<file path="src/rtl/zdrode_pkg.sv">
// zdrode_pkg: shared record slicing, TX state encoding and widths for the event byte return path
package zdrode_pkg;
  localparam int SEQ_W = 4;
  localparam int DROP_W = 8;
  typedef enum logic [1:0] {IDLE = 2'd0, HI = 2'd1, LO = 2'd2} tx_state_t;
  function automatic logic [7:0] rec_hi(input logic [15:0] r);
    return r[15:8];
  endfunction
  function automatic logic [7:0] rec_lo(input logic [15:0] r);
    return r[7:0];
  endfunction
endpackage

</file>
<file path="src/rtl/record_fifo.sv">
// record_fifo: synchronous record FIFO exposing head and the entry behind it
module record_fifo #(
  parameter int W = 16,
  parameter int D = 4,
  parameter int CW = $clog2(D) + 1
) (
  input  logic         clk,
  input  logic         rst,
  input  logic         push,
  input  logic         pop,
  input  logic [W-1:0] din,
  output logic [W-1:0] dout,
  output logic [W-1:0] peek,
  output logic [CW-1:0] count,
  output logic         full,
  output logic         empty
);
  localparam int AW = $clog2(D);
  logic [W-1:0] mem [D];
  logic [AW-1:0] wp, rp;
  logic pe, qe;
  assign full = count == CW'(D);
  assign empty = count == '0;
  assign qe = pop & !empty;
  assign pe = push & (!full | qe);
  assign dout = mem[rp];
  assign peek = mem[rp + AW'(1)];
  always_ff @(posedge clk)
    if (pe) mem[wp] <= din;
  always_ff @(posedge clk)
    if (rst) begin
      wp <= '0;
      rp <= '0;
      count <= '0;
    end else begin
      if (pe) wp <= wp + AW'(1);
      if (qe) rp <= rp + AW'(1);
      count <= count + CW'(pe) - CW'(qe);
    end
endmodule

</file>
<file path="src/rtl/event_byte_tx.sv">
// event_byte_tx: queues spike/event records and serialises them MSB byte first with valid/ready
module event_byte_tx
  import zdrode_pkg::*;
#(
  parameter int NUM_UNITS = 4,
  parameter int DATA_WIDTH = 16,
  parameter int FIFO_DEPTH = 4,
  parameter int SEND_ALL = 0
) (
  input  logic                   clk,
  input  logic                   rst,
  input  logic                   result_valid,
  input  logic [NUM_UNITS-1:0]   spike_array,
  input  logic [2*NUM_UNITS-1:0] event_array,
  output logic [7:0]             byte_out,
  output logic                   byte_valid,
  input  logic                   byte_ready,
  output logic                   tx_busy,
  output logic                   overflow,
  output logic [DROP_W-1:0]      drop_count
);
  localparam int SW = DATA_WIDTH - 3 * NUM_UNITS;
  localparam int CW = $clog2(FIFO_DEPTH) + 1;
  logic [DATA_WIDTH-1:0] rec, head, peek;
  logic [CW-1:0] count;
  logic full, empty, push, pop, want, valid_n;
  logic [7:0] byte_n;
  logic [SW-1:0] seq;
  tx_state_t state, state_n;
  assign rec = {seq, spike_array, event_array};
  assign want = result_valid & ((SEND_ALL != 0) | (|spike_array) | (|event_array));
  assign push = want & (!full | pop);
  assign tx_busy = (state != IDLE) | (count != '0);
  record_fifo #(.W(DATA_WIDTH), .D(FIFO_DEPTH), .CW(CW)) u_fifo (
    .clk(clk), .rst(rst), .push(push), .pop(pop), .din(rec),
    .dout(head), .peek(peek), .count(count), .full(full), .empty(empty)
  );
  always_comb begin
    state_n = state;
    byte_n = byte_out;
    valid_n = byte_valid;
    pop = 1'b0;
    case (state)
      IDLE: if (!empty) begin
        state_n = HI;
        byte_n = rec_hi(head);
        valid_n = 1'b1;
      end
      HI: if (byte_ready) begin
        state_n = LO;
        byte_n = rec_lo(head);
      end
      LO: if (byte_ready) begin
        pop = 1'b1;
        state_n = count > CW'(1) ? HI : IDLE;
        byte_n = count > CW'(1) ? rec_hi(peek) : byte_out;
        valid_n = count > CW'(1);
      end
      default: begin
        state_n = IDLE;
        valid_n = 1'b0;
      end
    endcase
  end
  always_ff @(posedge clk)
    if (rst) begin
      state <= IDLE;
      byte_out <= '0;
      byte_valid <= 1'b0;
      seq <= '0;
      overflow <= 1'b0;
      drop_count <= '0;
    end else begin
      state <= state_n;
      byte_out <= byte_n;
      byte_valid <= valid_n;
      if (result_valid) seq <= seq + SW'(1);
      if (want & !push) begin
        overflow <= 1'b1;
        drop_count <= drop_count + {7'd0, drop_count != 8'hFF};
      end
    end
endmodule
</file>
<file path="config.mk">
export PLATFORM = sky130hd
export DESIGN_NAME = event_byte_tx
export DESIGN_NICKNAME = d
export VERILOG_FILES = /design/src/rtl/zdrode_pkg.sv /design/src/rtl/record_fifo.sv /design/src/rtl/event_byte_tx.sv
export SDC_FILE = /design/constraint.sdc
export NUM_CORES = 1
export LEC_CHECK = 0
export BUFFER_PORTS_ARGS = -buffer_cell sky130_fd_sc_hd__buf_4
export CAP_MARGIN = 20
export CORE_ASPECT_RATIO = 1.25
export CORE_MARGIN = 2
export CORE_UTILIZATION = 30
export CTS_BUF_LIST = sky130_fd_sc_hd__clkbuf_4
export DETAILED_ROUTE_END_ITERATION = 16
export GPL_ROUTABILITY_DRIVEN = 0
export GPL_TIMING_DRIVEN = 0
export HOLD_SLACK_MARGIN = 0.05
export SLEW_MARGIN = 20
export SYNTH_ARGS = -nofsm -noshare
export SYNTH_HDL_FRONTEND = slang
export SYNTH_SLANG_ARGS = --single-unit
</file>
<file path="constraint.sdc">
create_clock -name clk -period 2.4 [get_ports clk]
set_input_delay 0.6 -clock clk [delete_from_list [all_inputs] [get_ports clk]]
set_output_delay 0.6 -clock clk [all_outputs]
set_load 0.05 [all_outputs]
</file>
==> impl_metrics.ini <==
[status]
status = completed

[yosys]
syn-instance-count = 320
netlist.area_leader.share = 0.441
synth_most_common_cell = edfxtp_1
yosysWarnings = 0
yosys-top-cells-count = edfxtp_1, dfxtp_1, mux2i_1, nand2_1, mux2_2
synthArstFlopShare = 0
ys_types = 44
synth_fp_nets = 354
yosys-top-cells-area = edfxtp_1, dfxtp_1, ha_1, mux2i_1, mux2_2
synth_ff_type = edfxtp_1
synth_seq_cells = 97
yosysSeqAreaShare = 0.593
synth.largest_area_cell = edfxtp_1
syn-cell-area_um2 = 4350
synth_edf_count = 64
syn-mean-instance-area_um2 = 13.6

[power_and_ir_drop]
pwr_density_cell_nw_per_um2 = 863
irDropWorstVdd_uv = 271
power.leakage_uw = 0.00175
finalPower_uw = 4320

[floorplan]
io-pin-count = 35
core-area_um2 = 14300
start_util = 0.305
die_y_um = 139
die_area_um2 = 15500
row_count = 49
die_x_um = 112

[clocking]
insertion_delay_ns = 0.46
cts_tree = built
cts_inserted_buffers = 9
clk_pin_slew_ns = 0.16
clkSinkCount = 97
htree_levels = 3
clockRootBuffer = clkbuf_4
hold_buffers = 0
clk_path_buf_depth = 2

[timing]
tightest_slew_ns = 0.774
finalHoldWorstSlack_ns = 0.335
setup_viol = 0
drv_slew = 0
finalHoldViolCount = 0
fin_crit_sh = 0.976
slew_headroom = 0.479
fmax_mhz = 427
rsz0062_at_grt = false
min_period_ns = 2.34
clock_skew_ns = 0.0171

[detailed_routing]
drt-initial-drc-count = 120
routedWlPerCell_um = 17.3
detail-route-antenna-nets = 0
drcViolationCount = 0
drt_first_pass_iters = 5
viasPerCell = 4.95
wl_um = 9530
vias = 2728

[min_path]
min_path_type = in2reg

[critical_path]
cp.arrival_ns = 1.74
crit_slowest_cell = or4b_4
cp_max_fo = 5
cp_num_buf_inv = 2
crit_required_ns = 1.80
cp_slowest_stage_delay_ns = 0.48
critPathTopFamily = simple AND/OR/NAND/NOR gates
crit_chain = inv_2 -> ha_2 -> or4b_4 -> buf_8
crit_type = reg2out
cp-start-kind = flop
cp-end-kind = output pin

[global_route]
grt_usage = 0.126
overflow = 0
grt_pass1_wl_um = 15000
antenna_found_initial = 1
grt_pass1_vias = 2797
grt_max_degree = 18

[layout]
nNetsFinal = 401
fin_area_um2 = 5010
postLayoutCoreUtil = 0.351
n_fill_cell = 1383
area_growth_pct = 15.1
drive_gt1_frac = 0.277

[placement]
placed_area_um2 = 4830
portBuffers = 34
dp_hpwl_um = 6340

[flow_run]
maxCapViolCount = 0
## per-layer routing
layer	share of wire	track usage
met1	0.40	0.139
met2	0.55	0.233
met3	0.034	0.0205
met4	0.017	0.0578
met5	0	0
## worst paths after layout
kind / cells past startpoint / startpoint / slack (ns) / to
setup reg to reg: 7 / state[0]$_SDFFE_PP0P_ / 0.19 / byte_out[0]$_SDFFE_PP0P_
hold / removal: 1 / event_array[0] / 0.34 / u_fifo.mem[2][0]$_DFFE_PP_
hold reg to reg: 1 / byte_out[4]$_SDFFE_PP0P_ / 0.49 / byte_out[4]$_SDFFE_PP0P_
setup / recovery: 4 / state[1]$_SDFFE_PP0P_ / 0.06 / tx_busy
## final cells by class
cell class,count,area (µm²),share of cell area
Antenna cell,1,2.50,0.000499
Buffer,15,77.6,0.0155
Timing Repair Buffer,36,278,0.0554
Sequential cell,97,2590,0.517
Tap cell,178,223,0.0444
Inverter,13,48.8,0.00974
Multi-Input combinational cell,195,1670,0.333
Clock buffer,9,67.6,0.0135
Clock inverter,7,53.8,0.0107
## layout by cell type, fill, tap and decap left out, types with 2 or more instances in the layout
cell type | synthesis | final
nand3_1 | 11 | 11
ha_1 | 17 | 15
nand4_1 | 3 | 3
clkbuf_4 | 0 | 9
and2_1 | 7 | 3
mux2_2 | 18 | 18
clkinv_4 | 0 | 2
a32o_1 | 8 | 8
ha_2 | 0 | 2
a21oi_1 | 9 | 8
clkbuf_1 | 5 | 5
nor2b_1 | 4 | 4
buf_2 | 4 | 4
edfxtp_1 | 64 | 64
and3_1 | 3 | 3
inv_6 | 0 | 2
o31ai_1 | 5 | 5
a22oi_1 | 16 | 16
buf_4 | 2 | 37
xnor2_1 | 3 | 3
buf_1 | 2 | 2
mux2i_1 | 21 | 21
or4_1 | 5 | 5
and2_2 | 0 | 4
xor2_1 | 3 | 3
nor2_1 | 16 | 16
mux4_2 | 8 | 8
inv_1 | 13 | 11
nand2_1 | 19 | 19
dfxtp_1 | 33 | 31
clkinv_1 | 0 | 2
nor4_1 | 3 | 3
dfxtp_4 | 0 | 2
inv_2 | 0 | 2
## cell families after synthesis
family / share of synthesized area
mux: 0.136
buf+inv: 0.0290
compound gates: 0.0854
flops: 0.593
xor+xnor: 0.0121
simple gates: 0.0908
fa+ha+maj: 0.0534
## power breakdown
part           leakage [µW]  switching, µW  total [µW]  internal, µW
Combinational      0.000817            854        1400           546
Sequential         0.000862            120        2120          2000
Clock             0.0000679            579         805           225
Total               0.00175           1550        4320          2770
## flip-flops by register name, indices dropped and copies added, names as in the netlist, named ones only
signal,flops
state,2
drop_count,8
overflow,1
u_fifo.wp,2
byte_valid,1
u_fifo.mem,64
byte_out,8
u_fifo.count,3
seq,4
u_fifo.rp,2
## what timing repair did
item	CTS	global route
buffers inserted	1	1
gates resized for setup	13	4
cloned	0	0
endpoints found under the setup margin	74	64
## stage by stage
| step | worst slack, ns | setup TNS, ns | instances |
|---|---|---|---|
| after global routing | 0.00192 | 0 | 551 |
| after global placement | -0.436 | -27.71 | 532 |
| after detailed placement | -0.443 | -28.57 | 532 |
| after floorplan | 0.129 | 0 | 320 |
| after CTS | 0.00200 | 0 | 549 |
| final | 0.0566 | 0 | 551 |
Note: power is estimated with default switching activity, not from simulation.
